==> src/rtl/countdown_sequencer.sv <==
// countdown_sequencer: run-control for a 4-bit down counter.
// Divides the board clock into a count tick, loads a preset on a start edge,
// toggles pause/resume on a pause edge and pulses done on terminal count.
//
// Handshake note: there is no valid/ready traffic here; start and pause are
// debounced synchronous levels and only their rising edges carry meaning.
// An edge is the input high this cycle while its registered copy is low.
module countdown_sequencer #(
    parameter int TICK_DIV = 50_000_000,
    parameter int PS_W     = 26
) (
    input  logic       clkNexys2,
    input  logic       reset,
    input  logic       start,
    input  logic       pause,
    input  logic [3:0] preset,
    output logic [3:0] count,
    output logic       running,
    output logic       paused,
    output logic       done,
    output logic [1:0] state_dbg
);

    typedef enum logic [1:0] {
        ST_IDLE  = 2'd0,
        ST_RUN   = 2'd1,
        ST_PAUSE = 2'd2,
        ST_DONE  = 2'd3
    } state_t;

    state_t            state;
    logic              start_q;
    logic              pause_q;
    logic [PS_W-1:0]   ps;
    logic              start_e;
    logic              pause_e;
    logic              tick;

    // Rising-edge detection of the button levels and the prescaler terminal.
    always_comb begin
        start_e = start & ~start_q;
        pause_e = pause & ~pause_q;
        tick    = (state == ST_RUN) && (ps == PS_W'(TICK_DIV - 1));
    end

    // Status outputs are decoded straight from the registered state.
    always_comb begin
        running   = (state == ST_RUN);
        paused    = (state == ST_PAUSE);
        state_dbg = state;
    end

    // Sequencer: edge history, prescaler, counter, state and done pulse.
    always_ff @(posedge clkNexys2 or negedge reset) begin
        if (!reset) begin
            state   <= ST_IDLE;
            count   <= 4'hF;
            ps      <= '0;
            start_q <= 1'b0;
            pause_q <= 1'b0;
            done    <= 1'b0;
        end else begin
            start_q <= start;
            pause_q <= pause;
            done    <= 1'b0;
            if (start_e) begin
                // A start edge overrides pause and tick from any state.
                count <= preset;
                ps    <= '0;
                if (preset != 4'd0) begin
                    state <= ST_RUN;
                end else begin
                    state <= ST_DONE;
                    done  <= 1'b1;
                end
            end else begin
                case (state)
                    ST_RUN: begin
                        if (tick) begin
                            ps    <= '0;
                            count <= count - 4'd1;
                            if (count == 4'd1) begin
                                // Terminal count beats a coincident pause.
                                state <= ST_DONE;
                                done  <= 1'b1;
                            end else if (pause_e) begin
                                state <= ST_PAUSE;
                            end
                        end else begin
                            ps <= ps + PS_W'(1);
                            if (pause_e) begin
                                state <= ST_PAUSE;
                            end
                        end
                    end
                    ST_PAUSE: begin
                        // Prescaler phase is kept so paused time is not lost.
                        if (pause_e) begin
                            state <= ST_RUN;
                        end
                    end
                    default: begin
                        // IDLE and DONE hold everything and ignore pause.
                    end
                endcase
            end
        end
    end

endmodule

==> config.mk <==
export PLATFORM = sky130hd
export DESIGN_NAME = countdown_sequencer
export DESIGN_NICKNAME = d
export VERILOG_FILES = /design/src/rtl/countdown_sequencer.sv
export SDC_FILE = /design/constraint.sdc
export NUM_CORES = 1
export LEC_CHECK = 0
export CAP_MARGIN = 20
export CORE_MARGIN = 2
export CORE_UTILIZATION = 55
export CTS_CLUSTER_DIAMETER = 40
export DETAILED_ROUTE_END_ITERATION = 12
export PLACE_DENSITY = 0.88
export SYNTH_ARGS = -nofsm -noshare
export SYNTH_HDL_FRONTEND = slang
export SYNTH_SLANG_ARGS = --single-unit
==> constraint.sdc <==
create_clock -name clkNexys2 -period 5.9 [get_ports clkNexys2]
set_input_delay 0.59 -clock clkNexys2 [delete_from_list [all_inputs] [get_ports clkNexys2]]
set_output_delay 0.59 -clock clkNexys2 [all_outputs]
set_load 0.005 [all_outputs]
==> impl_results.html <==
<table>
<tr><th>Metric</th><th>Value</th></tr>
<tr><th colspan="2">Routing</th></tr>
<tr><td>Total wirelength of the detailed-routed design</td><td>3880 um</td></tr>
<tr><td>Routed length per placed instance</td><td>14.2 um</td></tr>
<tr><td>Number of optimization iterations in the first detailed-route pass</td><td>4</td></tr>
<tr><td>DR iter-0 viols</td><td>111</td></tr>
<tr><td>Number of vias per cell after detailed routing</td><td>5.75</td></tr>
<tr><td>Drt drc</td><td>0</td></tr>
<tr><td>Vias after detailed routing</td><td>1569</td></tr>
<tr><td>Number of routed nets with antenna violations</td><td>0</td></tr>
<tr><th colspan="2">STA</th></tr>
<tr><td>Remaining max-slew budget at the tightest pin</td><td>53.7%</td></tr>
<tr><td>Time the final worst path needs with I/O delays and setup</td><td>2.49 ns</td></tr>
<tr><td>Transition time of the tightest slew-check pin</td><td>0.693 ns</td></tr>
<tr><td>Number of hold-slack violations in the final timing report</td><td>0</td></tr>
<tr><td>Unrepaired setup endpoints after global routing</td><td>false</td></tr>
<tr><td>Final setup slack of the worst path</td><td>3.41 ns</td></tr>
<tr><td>Final setup violation count</td><td>0</td></tr>
<tr><td>Fin Clk Skew</td><td>0.0135 ns</td></tr>
<tr><td>Sum of negative setup slack</td><td>0 ns</td></tr>
<tr><td>Total count of max-transition violations in the final report</td><td>0</td></tr>
<tr><td>Final worst path period share</td><td>42.2%</td></tr>
<tr><td>Maximum clock frequency</td><td>0.401 GHz</td></tr>
<tr><th colspan="2">Worst setup path</th></tr>
<tr><td>Critical path data required time</td><td>5.31 ns</td></tr>
<tr><td>Kind of start point of the critical path</td><td>flop</td></tr>
<tr><td>Worst r2r dst</td><td>state_dbg[0]</td></tr>
<tr><td>Logic depth of the worst register-to-register path</td><td>6</td></tr>
<tr><td>Worst reg2reg startpoint</td><td>state_dbg[1]</td></tr>
<tr><td>Critical path fanouts, max</td><td>15</td></tr>
<tr><td>CP startpoint</td><td>state_dbg[1]</td></tr>
<tr><td>Critical path class</td><td>flop to primary output</td></tr>
<tr><td>Data arrival time at the worst-slack endpoint</td><td>1.90 ns</td></tr>
<tr><td>Kind of end point of the critical path</td><td>primary output</td></tr>
<tr><td>Flop-to-flop setup slack</td><td>3.42 ns</td></tr>
<tr><th colspan="2">Clocking</th></tr>
<tr><td>CTS H-tree lvls</td><td>2</td></tr>
<tr><td>Clock latency of the later-clocked register in the worst-skew pair</td><td>0.35 ns</td></tr>
<tr><td>TritonCTS clock tree</td><td>yes</td></tr>
<tr><td>Clock sinks</td><td>35</td></tr>
<tr><td>Post-cts repair resize count</td><td>0</td></tr>
<tr><td>Number of buffers inserted for hold repair after clock tree synthesis</td><td>0</td></tr>
<tr><td>Root Buffer</td><td>clkbuf_4</td></tr>
<tr><td>Clock slew seen by the registers of the worst setup and hold paths</td><td>0.11 ns</td></tr>
<tr><td>Setup Fix Bufs, Post-CTS</td><td>0</td></tr>
<tr><td>CTS buffer count</td><td>5</td></tr>
<tr><td>Maximum root-to-sink buffer count</td><td>2</td></tr>
<tr><th colspan="2">Yosys</th></tr>
<tr><td>Mux cell area share after synthesis</td><td>0%</td></tr>
<tr><td>Average cell area after synthesis</td><td>9.20 um^2</td></tr>
<tr><td>Parity-gate share of the synthesized area counting xor and xnor cells</td><td>10.5%</td></tr>
<tr><td>Synthesized-area fraction occupied by and/or/nand/nor cells</td><td>28.7%</td></tr>
<tr><td>Post-synthesis cell area</td><td>1920 um^2</td></tr>
<tr><td>Synthesized Nets</td><td>222</td></tr>
<tr><td>Share of the yosys chip area belonging to registers</td><td>45.8%</td></tr>
<tr><td>Post-synthesis adder-cell area fraction</td><td>3.26%</td></tr>
<tr><td>Number of warnings issued by yosys</td><td>0</td></tr>
<tr><td>Count of different cell masters after synthesis</td><td>40</td></tr>
<tr><td>Synthesized flop and latch total</td><td>35</td></tr>
<tr><td>Main combinational cell family by area after synthesis</td><td>simple AND/OR/NAND/NOR gates</td></tr>
<tr><td>Commonest register cell after synthesis</td><td>dfrtp_1</td></tr>
<tr><td>Count of flip-flops with a built-in enable after synthesis</td><td>0</td></tr>
<tr><td>Ys async rst share</td><td>100%</td></tr>
<tr><td>Post-synthesis instance total</td><td>209</td></tr>
<tr><td>Synthesized-area fraction occupied by ao, oa, aoi and oai cells</td><td>8.20%</td></tr>
<tr><th colspan="2">Floorplanning</th></tr>
<tr><td>Row count</td><td>21</td></tr>
<tr><td>Die Span Y</td><td>63.1 um</td></tr>
<tr><td>Effective utilization at floorplan</td><td>57.6%</td></tr>
<tr><td>Die width</td><td>63.1 um</td></tr>
<tr><td>Die outline area</td><td>3980 um^2</td></tr>
<tr><td>Area of the core</td><td>3340 um^2</td></tr>
<tr><td>I/O pin cnt</td><td>17</td></tr>
<tr><th colspan="2">Status</th></tr>
<tr><td>Result of the run</td><td>finished, final reports clean</td></tr>
<tr><th colspan="2">Min path</th></tr>
<tr><td>Type of the most critical hold path</td><td>flop to flop</td></tr>
<tr><td>Origin of the worst min-delay path</td><td>count[1]</td></tr>
<tr><td>Hold path endpoint</td><td>count[1]</td></tr>
<tr><td>Hold depth</td><td>2</td></tr>
<tr><th colspan="2">Power and ir drop</th></tr>
<tr><td>Maximum ir drop on the vdd rail</td><td>124 uV</td></tr>
<tr><td>Total power density per cell area</td><td>253 nW/um^2</td></tr>
<tr><td>Lkg Pwr</td><td>0.864 nW</td></tr>
<tr><td>Design internal power</td><td>0.379 mW</td></tr>
<tr><td>Combinational share of power</td><td>26.1%</td></tr>
<tr><td>Part of the power in the clock network</td><td>22.7%</td></tr>
<tr><td>Switching power total</td><td>0.169 mW</td></tr>
<tr><td>Switching power share of the total</td><td>30.9%</td></tr>
<tr><td>Sequential share of power</td><td>51.2%</td></tr>
<tr><th colspan="2">Finish</th></tr>
<tr><td>Final net count</td><td>239</td></tr>
<tr><td>Most frequent cells in the layout</td><td>nor2_1 (31), dfrtp_1 (31), nand2_1 (19), xnor2_1 (17), clkdlybuf4s50_1 (16)</td></tr>
<tr><td>Fraction of final layout cells sized beyond drive strength 1</td><td>7.93%</td></tr>
<tr><td>Number of inserted filler cells in the final layout</td><td>292</td></tr>
<tr><td>Diode count</td><td>0</td></tr>
<tr><td>Layout overhead on the synthesized area</td><td>12.8%</td></tr>
<tr><th colspan="2">Global routing</th></tr>
<tr><td>Via count of the first global-routing pass</td><td>1539</td></tr>
<tr><td>Initial antenna violation count</td><td>0</td></tr>
<tr><td>All-Layer GR Usage</td><td>22.9%</td></tr>
<tr><td>Wire length of the first global-routing pass</td><td>7110 um</td></tr>
<tr><td>Overflow left after global routing</td><td>0</td></tr>
<tr><td>Maximum number of pins on one net before global-route repair</td><td>36</td></tr>
<tr><th colspan="2">Run</th></tr>
<tr><td>Max cap viols</td><td>0</td></tr>
<tr><th colspan="2">Placed design</th></tr>
<tr><td>DP Wirelength</td><td>2760 um</td></tr>
<tr><td>Weighted congestion at the end of routability-driven global placement</td><td>0.927</td></tr>
<tr><td>Port Buf Inserts</td><td>16</td></tr>
<tr><td>Worst slack after detailed placement</td><td>3.33 ns</td></tr>
</table>
## power by group through the flow
stage	Combinational, mW	Clock [mW]	Sequential (mW)
after CTS	0.145	0.129	0.280
after detailed placement	0.145	0	0.285
final	0.143	0.125	0.281
after global placement	0.141	0	0.284
after floorplan	0.0853	0	0.281
after global routing	0.164	0.141	0.284
## synth_stat cells, drive strengths merged (4+ instances only)
library cell | instances | area, um^2
dfstp | 4 | 105
nand2 | 19 | 71.3
nand3 | 5 | 25.0
dfrtp | 31 | 776
nand4 | 7 | 43.8
ha | 5 | 62.6
a21oi | 5 | 25.0
inv | 8 | 30.0
nor3 | 5 | 25.0
xnor2 | 17 | 149
clkbuf | 5 | 20.0
o21ai | 7 | 35.0
nor4 | 12 | 75.1
nand2b | 4 | 25.0
xor2 | 6 | 52.6
nor2 | 31 | 116
## critical path: stages, from the launching register on
cell and delay, ns:
dfrtp_1 0.43, inv_1 0.09, ha_1 0.43, clkdlybuf4s50_1 0.60
## worst max-delay path by stage
stage	to	slack, ns	depth (start not counted)
2_1_floorplan	state_dbg[1]	3.76	6
3_3_place_gp	ps[17]	3.43	7
3_5_place_dp	ps[17]	3.33	7
4_1_cts	ps[4]	3.39	6
5_1_grt	ps[20]	3.17	6
6_report	running	3.41	3
## registers in the layout, indices dropped and copies added, names as in the netlist
register / count
count: 4
done: 1
pause_q: 1
ps: 26
start_q: 1
state_dbg: 2
## layout make-up
type	count	area, um^2	area share, %
inverter	8	30.0	1.39
clock inverter	1	5.00	0.231
multi-input combinational	158	973	44.9
timing repair buffer	18	175	8.08
sequential	35	881	40.6
clock buffer	7	45.0	2.08
tap	46	57.6	2.66
## cells by family (layout without fill, tap and decap cells)
kind of cell,count (synthesis),after routing
flops,35,35
xor+xnor,23,23
compound gates,25,25
simple gates,105,105
fa+ha+maj,5,5
buf+inv,16,34
## layer usage
metal,wire length [um],share of wire (%),vias to the layer above,track usage [%]
li1,-,-,770,-
met2,1840,47,31,35.0
met3,135,3.5,8,3.75
met4,77,2.0,0,10.6
met1,1830,47,760,32.2
met5,0,0,-,0
## stage by stage
step / power [mW] / hold WS [ns] / std cells / instance area (um^2) / utilization [%]
CTS: 0.555 / 0.519 / 273 / 2170 / 64.9
finish: 0.548 / 0.514 / 273 / 2170 / 64.9
floorplan: 0.367 / 0.294 / 209 / 1920 / -
global route: 0.589 / 0.563 / 273 / 2170 / 64.9
global placement: 0.425 / 0.497 / 265 / 2120 / 63.4
detailed placement: 0.430 / 0.503 / 265 / 2120 / 63.4
(Power assumes the default switching activity.)
